## src/rtl/mem_req_arbiter_pkg.sv

```systemverilog
// Shared encodings for the memory request arbiter: the owner tag stored per
// outstanding request and the transfer size codes used on the memory port.
package mem_req_arbiter_pkg;

  // Owner of an outstanding request; the value is what the owner FIFO stores.
  typedef enum logic {
    OWNER_INST = 1'b0,
    OWNER_DATA = 1'b1
  } owner_e;

  localparam logic [1:0] SIZE_BYTE = 2'd0;
  localparam logic [1:0] SIZE_HALF = 2'd1;
  localparam logic [1:0] SIZE_WORD = 2'd2;

endpackage

```

## src/rtl/mem_req_arbiter_owner_fifo.sv

```systemverilog
// In-order FIFO of owner tags, one entry per accepted memory request.
// Depth must be a power of two so the pointers wrap by natural overflow.
module owner_fifo
  import mem_req_arbiter_pkg::*;
#(
  parameter int DEPTH = 4,
  localparam int AW = $clog2(DEPTH),
  localparam int CW = AW + 1
) (
  input  logic          clk,
  input  logic          reset,
  input  logic          i_push,
  input  owner_e        i_push_owner,
  input  logic          i_pop,
  output owner_e        o_head_owner,
  output logic [CW-1:0] o_count,
  output logic          o_full,
  output logic          o_empty
);

  owner_e        r_mem [DEPTH];
  logic [AW-1:0] r_wr_ptr;
  logic [AW-1:0] r_rd_ptr;
  logic [CW-1:0] r_count;
  logic          w_push;
  logic          w_pop;

  assign o_full       = (r_count == CW'(DEPTH));
  assign o_empty      = (r_count == '0);
  assign w_push       = i_push && !o_full;
  assign w_pop        = i_pop && !o_empty;
  assign o_head_owner = r_mem[r_rd_ptr];
  assign o_count      = r_count;

  // Tag storage written at the tail on every push.
  // NOTE: the storage array has no reset; entries are only read once the
  // count says they were written, and leaving them unreset keeps it a plain RAM.
  always_ff @(posedge clk) begin
    if (w_push) r_mem[r_wr_ptr] <= i_push_owner;
  end

  // Pointer and occupancy bookkeeping; push and pop together leave count alone.
  // NOTE: state uses non-blocking assignments so every register samples the
  // pre-edge values, independent of statement order.
  always_ff @(posedge clk) begin
    if (reset) begin
      r_wr_ptr <= '0;
      r_rd_ptr <= '0;
      r_count  <= '0;
    end else begin
      if (w_push) r_wr_ptr <= r_wr_ptr + AW'(1);
      if (w_pop)  r_rd_ptr <= r_rd_ptr + AW'(1);
      case ({w_push, w_pop})
        2'b10:   r_count <= r_count + CW'(1);
        2'b01:   r_count <= r_count - CW'(1);
        default: r_count <= r_count;
      endcase
    end
  end

endmodule

```

## src/rtl/mem_req_arbiter.sv

```systemverilog
// Arbitrates the instruction-fetch and data requesters onto one sram-like
// memory port, tracks outstanding requests in an owner FIFO and routes each
// in-order response back to its issuer.
// Optional: define MEM_ARB_PERFCNT_EN to add per-requester wait-cycle counters.
module mem_req_arbiter
  import mem_req_arbiter_pkg::*;
#(
  parameter int MAX_OUTSTANDING = 4,
  parameter int STARVE_LIMIT    = 8,
  parameter int CNT_W           = 4
) (
  input  logic        clk,
  input  logic        reset,
  input  logic        inst_req,
  input  logic [31:0] inst_addr,
  output logic        inst_addr_ok,
  output logic        inst_data_ok,
  output logic [31:0] inst_rdata,
  input  logic        data_req,
  input  logic        data_wr,
  input  logic [1:0]  data_size,
  input  logic [31:0] data_addr,
  input  logic [31:0] data_wdata,
  output logic        data_addr_ok,
  output logic        data_data_ok,
  output logic [31:0] data_rdata,
  output logic        mem_req,
  output logic        mem_wr,
  output logic [1:0]  mem_size,
  output logic [31:0] mem_addr,
  output logic [31:0] mem_wdata,
  input  logic        mem_addr_ok,
  input  logic        mem_data_ok,
  input  logic [31:0] mem_rdata
`ifdef MEM_ARB_PERFCNT_EN
  ,
  output logic [31:0] perfcnt_inst_wait,
  output logic [31:0] perfcnt_data_wait
`endif
);

  localparam int FIFO_CW = $clog2(MAX_OUTSTANDING) + 1;

  logic               r_lock;
  owner_e             r_lock_owner;
  logic [CNT_W-1:0]   r_starve;

  owner_e             w_grant;
  owner_e             w_head_owner;
  logic [FIFO_CW-1:0] w_count;
  logic               w_full;
  logic               w_empty;
  logic               w_starved;
  logic               w_accept;
  logic               w_pop;

  assign w_starved = (r_starve >= CNT_W'(STARVE_LIMIT));

  // Grant select: a pending stall keeps its owner, otherwise data has priority
  // unless instruction fetch has waited through too many data grants.
  // NOTE: every output of a combinational block gets a default first, so no
  // path leaves it unassigned and no latch is inferred.
  always_comb begin
    w_grant = OWNER_INST;
    if (r_lock) begin
      w_grant = r_lock_owner;
    end else if (data_req && !(w_starved && inst_req)) begin
      w_grant = OWNER_DATA;
    end
  end

  // Memory port fields come from the granted requester's live inputs.
  always_comb begin
    mem_wr    = 1'b0;
    mem_size  = SIZE_WORD;
    mem_addr  = inst_addr;
    mem_wdata = 32'd0;
    if (w_grant == OWNER_DATA) begin
      mem_wr    = data_wr;
      mem_size  = data_size;
      mem_addr  = data_addr;
      mem_wdata = data_wdata;
    end
  end

  // Issue only with a free FIFO slot as of the start of the cycle; a pop in
  // the same cycle does not open a slot until the next one.
  assign mem_req  = !reset && (inst_req || data_req) &&
                    (w_count < FIFO_CW'(MAX_OUTSTANDING));
  assign w_accept = mem_req && mem_addr_ok;

  assign inst_addr_ok = w_accept && (w_grant == OWNER_INST);
  assign data_addr_ok = w_accept && (w_grant == OWNER_DATA);

  // Responses pop the head owner; a response with nothing outstanding is dropped.
  assign w_pop        = !reset && mem_data_ok && !w_empty;
  assign inst_data_ok = w_pop && (w_head_owner == OWNER_INST);
  assign data_data_ok = w_pop && (w_head_owner == OWNER_DATA);
  assign inst_rdata   = mem_rdata;
  assign data_rdata   = mem_rdata;

  owner_fifo #(
    .DEPTH(MAX_OUTSTANDING)
  ) u_owner_fifo (
    .clk          (clk),
    .reset        (reset),
    .i_push       (w_accept),
    .i_push_owner (w_grant),
    .i_pop        (w_pop),
    .o_head_owner (w_head_owner),
    .o_count      (w_count),
    .o_full       (w_full),
    .o_empty      (w_empty)
  );

  // Lock the grant while memory stalls an issued request.
  always_ff @(posedge clk) begin
    if (reset) begin
      r_lock       <= 1'b0;
      r_lock_owner <= OWNER_INST;
    end else if (mem_req && !mem_addr_ok) begin
      r_lock       <= 1'b1;
      r_lock_owner <= w_grant;
    end else if (w_accept) begin
      r_lock       <= 1'b0;
    end
  end

  // Count data grants taken while instruction fetch waits, saturating.
  always_ff @(posedge clk) begin
    if (reset || !inst_req) begin
      r_starve <= '0;
    end else if (inst_addr_ok) begin
      r_starve <= '0;
    end else if (data_addr_ok && !w_starved) begin
      r_starve <= r_starve + CNT_W'(1);
    end
  end

`ifdef MEM_ARB_PERFCNT_EN
  logic [31:0] r_perf_inst;
  logic [31:0] r_perf_data;

  // Wait-cycle counters: requesting but not accepted this cycle; wrap freely.
  always_ff @(posedge clk) begin
    if (reset) begin
      r_perf_inst <= 32'd0;
      r_perf_data <= 32'd0;
    end else begin
      if (inst_req && !inst_addr_ok) r_perf_inst <= r_perf_inst + 32'd1;
      if (data_req && !data_addr_ok) r_perf_data <= r_perf_data + 32'd1;
    end
  end

  assign perfcnt_inst_wait = r_perf_inst;
  assign perfcnt_data_wait = r_perf_data;
`endif

  // Interface sanity checks, simulation only in effect.
  always_ff @(posedge clk) begin
    if (!reset) begin
      assert (!(mem_data_ok && w_empty))
        else $warning("mem_data_ok with no outstanding request, ignored");
      assert (!(w_accept && w_full))
        else $error("owner FIFO overflow");
      assert (!data_req || (data_size inside {SIZE_BYTE, SIZE_HALF, SIZE_WORD}))
        else $error("illegal data_size %0d", data_size);
    end
  end

endmodule

```

## config.mk

```make
export PLATFORM = sky130hd
export DESIGN_NAME = mem_req_arbiter
export DESIGN_NICKNAME = d
export VERILOG_FILES = /design/src/rtl/mem_req_arbiter_pkg.sv /design/src/rtl/mem_req_arbiter_owner_fifo.sv /design/src/rtl/mem_req_arbiter.sv
export SDC_FILE = /design/constraint.sdc
export NUM_CORES = 1
export LEC_CHECK = 0
export ABC_AREA = 1
export CAP_MARGIN = 25
export CORE_AREA = 2 2 105 107
export DETAILED_ROUTE_END_ITERATION = 7
export DIE_AREA = 0 0 107 109
export HOLD_SLACK_MARGIN = 0.08
export PLACE_DENSITY = 0.72
export SLEW_MARGIN = 5
export SYNTH_ARGS = -nofsm -noshare
export SYNTH_HDL_FRONTEND = slang
export SYNTH_SLANG_ARGS = --single-unit
```

## constraint.sdc

```tcl
create_clock -name clk -period 2.15 [get_ports clk]
set_input_delay 0.3225 -clock clk [delete_from_list [all_inputs] [get_ports clk]]
set_output_delay 0.3225 -clock clk [all_outputs]
set_load 0.005 [all_outputs]
```

=== Word-level counts from Yosys, hierarchy flattened ===
Memories as Yosys holds them, arrays and structs flattened. A register that Yosys moved wholly into a read port is not among the register bits.
Index checks and enable logic that the tools add are counted.

* Register bits: 13
* Latch bits: 0
* Bits in writable memories: 4
* ROM bits: 0
* Input bits: 137
* Output and inout port bits: 136
* Word-level logic and storage cells: 60
* Memories kept: 1

{| class="wikitable"
|+ Memories
! memory !! words !! width !! rd ports !! clocked after Yosys merged registers in !! wr ports !! line !! RTL
|-
| u_owner_fifo.r_mem || 4 || 1 || 1 || 1 || 1 || mem_req_arbiter_owner_fifo.sv:21 || <nowiki>owner_e r_mem [DEPTH];</nowiki>
|}

* $add $sub $neg: 5
* Multipliers: 0
* Divide/modulo/power cells: 0
* $lt $le $gt $ge: 2
* Equality and inequality tests: 3
* Shift-type cells: 0
* Mux-type cells: 13
* Bitwise gates (word level): 2
* Reduce and logical (&&, ||, !) cells: 28

{| class="wikitable"
|+ Operator list
! kind !! count
|-
| $mux 32 || 2
|-
| $logic_and 1x1->1 || 15
|-
| $logic_not 1->1 || 7
|-
| $mux 1 || 7
|-
| $mux 2 || 3
|-
| $pmux 3 s2 || 1
|-
| $add 2x1->2 const B || 2
|-
| $add 4x1->4 const B || 1
|-
| $ge 4x4->1 const B || 1
|-
| $reduce_bool 2->1 || 2
|-
| $add 3x1->3 const B || 1
|-
| $eq 3x3->1 const B || 1
|-
| $logic_not 3->1 || 1
|-
| $lt 3x3->1 const B || 1
|-
| $sub 3x1->3 const B || 1
|-
| $eq 2x1->1 const B || 1
|-
| $eq 2x2->1 const B || 1
|-
| $logic_or 1x1->1 || 2
|-
| $not 1->1 || 2
|-
| $reduce_or 2->1 || 1
|}

=== Logic depth before layout (Yosys ltp) ===
* Word-level depth: 9
* Mapped depth: 10
* Gate-level depth less buffers: 10

=== Cells and area by module ===
Synthesis repeated with hierarchy kept, for this count alone.

* Cells, all modules: 379
* Area, all modules: 2270.9 µm²

{| class="wikitable"
|+ By module, submodules not included
! module !! instances !! cells an instance !! area an instance (µm²) !! sequential area each (µm²)
|-
| mem_req_arbiter || 1 || 298 || 1611.5 || 120.1
|-
| owner_fifo || 1 || 81 || 659.4 || 300.3
|}

=== Worst setup path after synthesis ===
No wires, ideal clock.

* Kind: reg-to-reg
* Start: register u_owner_fifo.r_count[2] (netlist: u_owner_fifo.o_count[2])
* End: register u_owner_fifo.r_count[2] (netlist: u_owner_fifo.o_count[2])
* Library setup time: 114 ps
* Data arrival time: 1655 ps
* Data required time: 2036 ps
* Path slack: 381 ps
* Cell stages (with the launch flop): 10
* Path buffers: 1
* Clock period less this slack: 1769 ps
* Cells stage by stage: dfxtp_1 > nor2_2 > nand3_2 > buf_6 > ha_1 > fa_1 > a21oi_1 > o21ai_0 > xor2_1 > nor2_1

* Longest elaborated chain between the ends: 6
* Elaborated cells between the ends (all ways): 16
* Classes of those cells: add/sub: 2; order compare: 1; eq/ne: 3; mux: 1; reduce/logical: 9

{| class="wikitable"
|+ RTL lines
! item !! line !! RTL
|-
| start, declared || mem_req_arbiter_owner_fifo.sv:24 || <nowiki>logic [CW-1:0] r_count;</nowiki>
|-
| start signal, assigned || mem_req_arbiter_owner_fifo.sv:54 || <nowiki>2'b10: r_count <= r_count + CW'(1);</nowiki>
|-
| start signal, assigned || mem_req_arbiter_owner_fifo.sv:55 || <nowiki>2'b01: r_count <= r_count - CW'(1);</nowiki>
|-
| start signal, assigned || mem_req_arbiter_owner_fifo.sv:56 || <nowiki>default: r_count <= r_count;</nowiki>
|-
| $lt 3x3->1 / $logic_not 3->1 (equally long branches) || mem_req_arbiter.sv:89, mem_req_arbiter_owner_fifo.sv:29 ||
|-
| $logic_and 1x1->1 / $logic_not 1->1 (equally long branches) || mem_req_arbiter.sv:88, mem_req_arbiter_owner_fifo.sv:31, mem_req_arbiter.sv:96 ||
|-
| $logic_and 1x1->1 (on tied branches) || mem_req_arbiter.sv:90, mem_req_arbiter.sv:96 ||
|-
| $logic_and 1x1->1 (on tied branches) || mem_req_arbiter_owner_fifo.sv:30, mem_req_arbiter_owner_fifo.sv:31 ||
|-
| $eq 2x1->1 / $eq 2x2->1 (equally long branches) || mem_req_arbiter_owner_fifo.sv:53 || <nowiki>case ({w_push, w_pop})</nowiki>
|-
| $pmux 3 s2 / $reduce_bool 2->1 (equally long branches) || - ||
|}

Several ways; a longest one is shown, not always the timed one.
A chain may end at the register's enable or synchronous reset.

=== Worst setup path in the final report ===
* Start: register r_lock
* End: output port mem_addr[20]

* Longest elaborated chain between the ends: 2

{| class="wikitable"
|+ RTL lines
! item !! line !! RTL
|-
| start, declared || mem_req_arbiter.sv:44 || <nowiki>logic r_lock;</nowiki>
|-
| start signal, assigned || mem_req_arbiter.sv:119 || <nowiki>r_lock <= 1'b0;</nowiki>
|-
| start signal, assigned || mem_req_arbiter.sv:122 || <nowiki>r_lock <= 1'b1;</nowiki>
|-
| start signal, assigned || mem_req_arbiter.sv:125 || <nowiki>r_lock <= 1'b0;</nowiki>
|-
| $mux 1 || mem_req_arbiter.sv:65 || <nowiki>if (r_lock) begin</nowiki>
|-
| $mux 32 || mem_req_arbiter.sv:78 || <nowiki>if (w_grant == OWNER_DATA) begin</nowiki>
|-
| end, declared || mem_req_arbiter.sv:30 || <nowiki>output logic [31:0] mem_addr,</nowiki>
|}

No other way between the ends.

==> run metrics <==
Root Driver clkbuf_8; Post-Route WL around 9100 um; chip width around 110 um; dpl hpwl 7631 um; CP Max Fanout 26; RePlAce Congestion approximately 0.76; DRC viols 0; Final Skew between 0.002 and 0.0025 ns; Switch Pwr about 440 uW; Largest delay share family, worst path buffers and inverters; worst path cell trace inv_1, nand3_2, nand2_4, buf_12, nand2_1, nand2_1, clkdlybuf4s50_1; pre-CTS WS -0.1864 ns; Setup CP Type register to output port; Post-Synthesis Cell Area ~2200 sq um; switching share of power a little under a third; HP Class primary input to register; crit path time final 2.049 ns; Num CTS Buffers 3; CTS tree built; CP Depth 7; Yosys reg bits 19; core footprint 10600 sq um; initial antenna violation count 0; I/O Pins roughly 270; pin count of the biggest net entering global routing between 40 and 50; leading cell type in the layout, fill and taps excluded clkdlybuf4s50_1; max incr delay on CP 0.51 ns; initial core utilization 20.73%; critical path required time 1.83 ns; antenna fix cells 0; Area growth syn-to-layout 75.64%; Final #Nets roughly 640; r2r setup slk about 0.24 ns; design area slightly below 4000 sq um; sequential share of power around 28%; vias per cell 3.949; multi-input logic area 1002 sq um; total of max-cap violations 0; post-route setup TNS 0 ns; Overall Power 1405 uW; wire length per cell 14.48 um; FILL cells 1139; DR iter-0 viols approximately 120; vias approximately 2.5k; main combinational cell family by area after synthesis buffers and inverters; Clk network pwr share 17.3%; PD cells 363.9 nW/um^2; die area roughly 12000 sq um; FF+latch area 420.4 sq um; final setup margin 0.1010 ns; adder-cell share of the synthesized area 4.895%; Die H approximately 110 um; CP endpoint kind output port; Setup crit start kind register; Worst VDD drop about 0.2 mV; Clk pin slew, worst setup/hold paths 0.07 ns; # rows 38; Synth Area per Inst ~6 sq um; Critical-path top delay cell clkdlybuf4s50_1; final period utilization 95.30%; share of post-route cells with drive strength above 1 9.592%; Final ANT Viol Nets 0; area fraction in and, or, nand and nor cells after synthesis about a third; first-pass GRT wire length 12470 um; placed cell area ~3700 sq um; Synthesized Nets 505; post-synthesis xor/xnor area fraction 1.195%; final setup violation count 0; drt pass-1 iters 4; Unique masters post-synth 28; internal power 965.5 uW; Total GRT Usage 14.13%; hold depth 3; R2R cell count 9; Clock Sinks 19; Lkg Pwr 0.002059 uW; Synth Area in Compound Gates around 4.3%; multiplexer share of the synthesized area 0%; Mapped Cells 360; WP data arrival 1.73 ns; PortBufs 176; post-synthesis sequential area ratio a little under a fifth; combinational fraction of design power 54.3%; fin. max-slew vios 0; clock latency on the worst-skew pair 0.25 ns; H-tree Lvls 1; vias in the first global route 2383; Max Freq 488.0 MHz; Fin. Hold Viols 0; status finished, final reports clean; worst path bufs/invs 3; Bufs on Longest Clock Path 2; gr ovfl total 0; CP most frequent cell nand2_1; Synthesis Warnings 0; worst slew pin tran 0.1967 ns; Worst slew margin about 87%; most frequent cells in the layout clkdlybuf4s50_1, nand2_1, inv_1
==> Yosys cell counts (all sizes together) <==
| cell type | n | area [sq um] |
|---|---|---|
| a211oi | 1 | 7.510 |
| a21oi | 7 | 38.79 |
| and2 | 1 | 6.260 |
| buf | 76 | 575.6 |
| dfxtp | 15 | 300.3 |
| edfxtp | 4 | 120.1 |
| fa | 1 | 20.02 |
| ha | 7 | 87.58 |
| inv | 60 | 225.2 |
| nand2 | 112 | 422.9 |
| nand3 | 6 | 52.55 |
| nand4 | 1 | 6.260 |
| nor2 | 55 | 246.5 |
| nor3b | 1 | 7.510 |
| o21ai | 9 | 48.80 |
| or2 | 1 | 6.260 |
| xor2 | 3 | 26.28 |
==> final cells by class <==
| type | count | share of cell area [%] |
|---|---|---|
| Sequential cell | 19 | 10.89 |
| Multi-Input combinational cell | 205 | 25.96 |
| Tap cell | 140 | 4.537 |
| Inverter | 60 | 5.962 |
| Clock buffer | 4 | 1.167 |
| Timing Repair Buffer | 202 | 51.49 |
==> per-layer routing <==
| metal | wire length [um] | track usage, % |
|---|---|---|
| met5 | 0 | 0 |
| met2 | 3895 | 20.56 |
| met3 | 975 | 5.200 |
| met4 | 286 | 6.122 |
| met1 | 3962 | 18.69 |
==> stage by stage <==
step           std cells  hold WS, ns  utilization, %
6_report             630       0.4490           36.42
5_1_grt              630       0.4764           36.42
4_1_cts              625       0.4996           35.18
3_5_place_dp         620       0.4903           35.13
3_3_place_gp         620       0.4763           35.13
2_1_floorplan        360       0.3949               -
==> power groups by stage <==
stage	Clock [uW]	Sequential [uW]	Combinational, uW
2_1_floorplan	0	405	359
3_3_place_gp	0	406	758
3_5_place_dp	0	408	772
4_1_cts	249	400	726
5_1_grt	264	402	835
6_report	243	400	762
==> worst reg2reg max path, delay by kind of cell (launching register included) <==
kind / cells / cell delay [ns]
adders and majority gates: 2 / 0.59
buffers and inverters: 1 / 0.15
xor gates and xnor gates: 1 / 0.17
and+or+nand+nor: 3 / 0.30
DFF: 1 / 0.34
AOI/OAI and AO/OA: 2 / 0.26
==> path summary, 6_finish.rpt <==
check,startpoint,endpoint
setup / recovery,r_lock,mem_addr[20]
hold reg to reg,u_owner_fifo.o_count[1],u_owner_fifo.o_count[1]
hold / removal,mem_addr_ok,r_lock_owner
setup reg to reg,u_owner_fifo.o_count[2],u_owner_fifo.o_count[2]
==> kinds of logic after synthesis <==
logic type,after synthesis
xor gates and xnor gates,3
AOI/OAI and AO/OA,17
buffers and inverters,136
and+or+nand+nor,177
adders and majority gates,8
DFF,19
==> timing repair <==
item,4_1_cts,5_1_grt
pin swaps,0,3
hold buffers,0,0
setup endpoints to repair,69,33
resized for setup,56,17
buffers inserted,1,3
gates cloned,0,2
No activity file was read; power rests on OpenSTA's default activity.
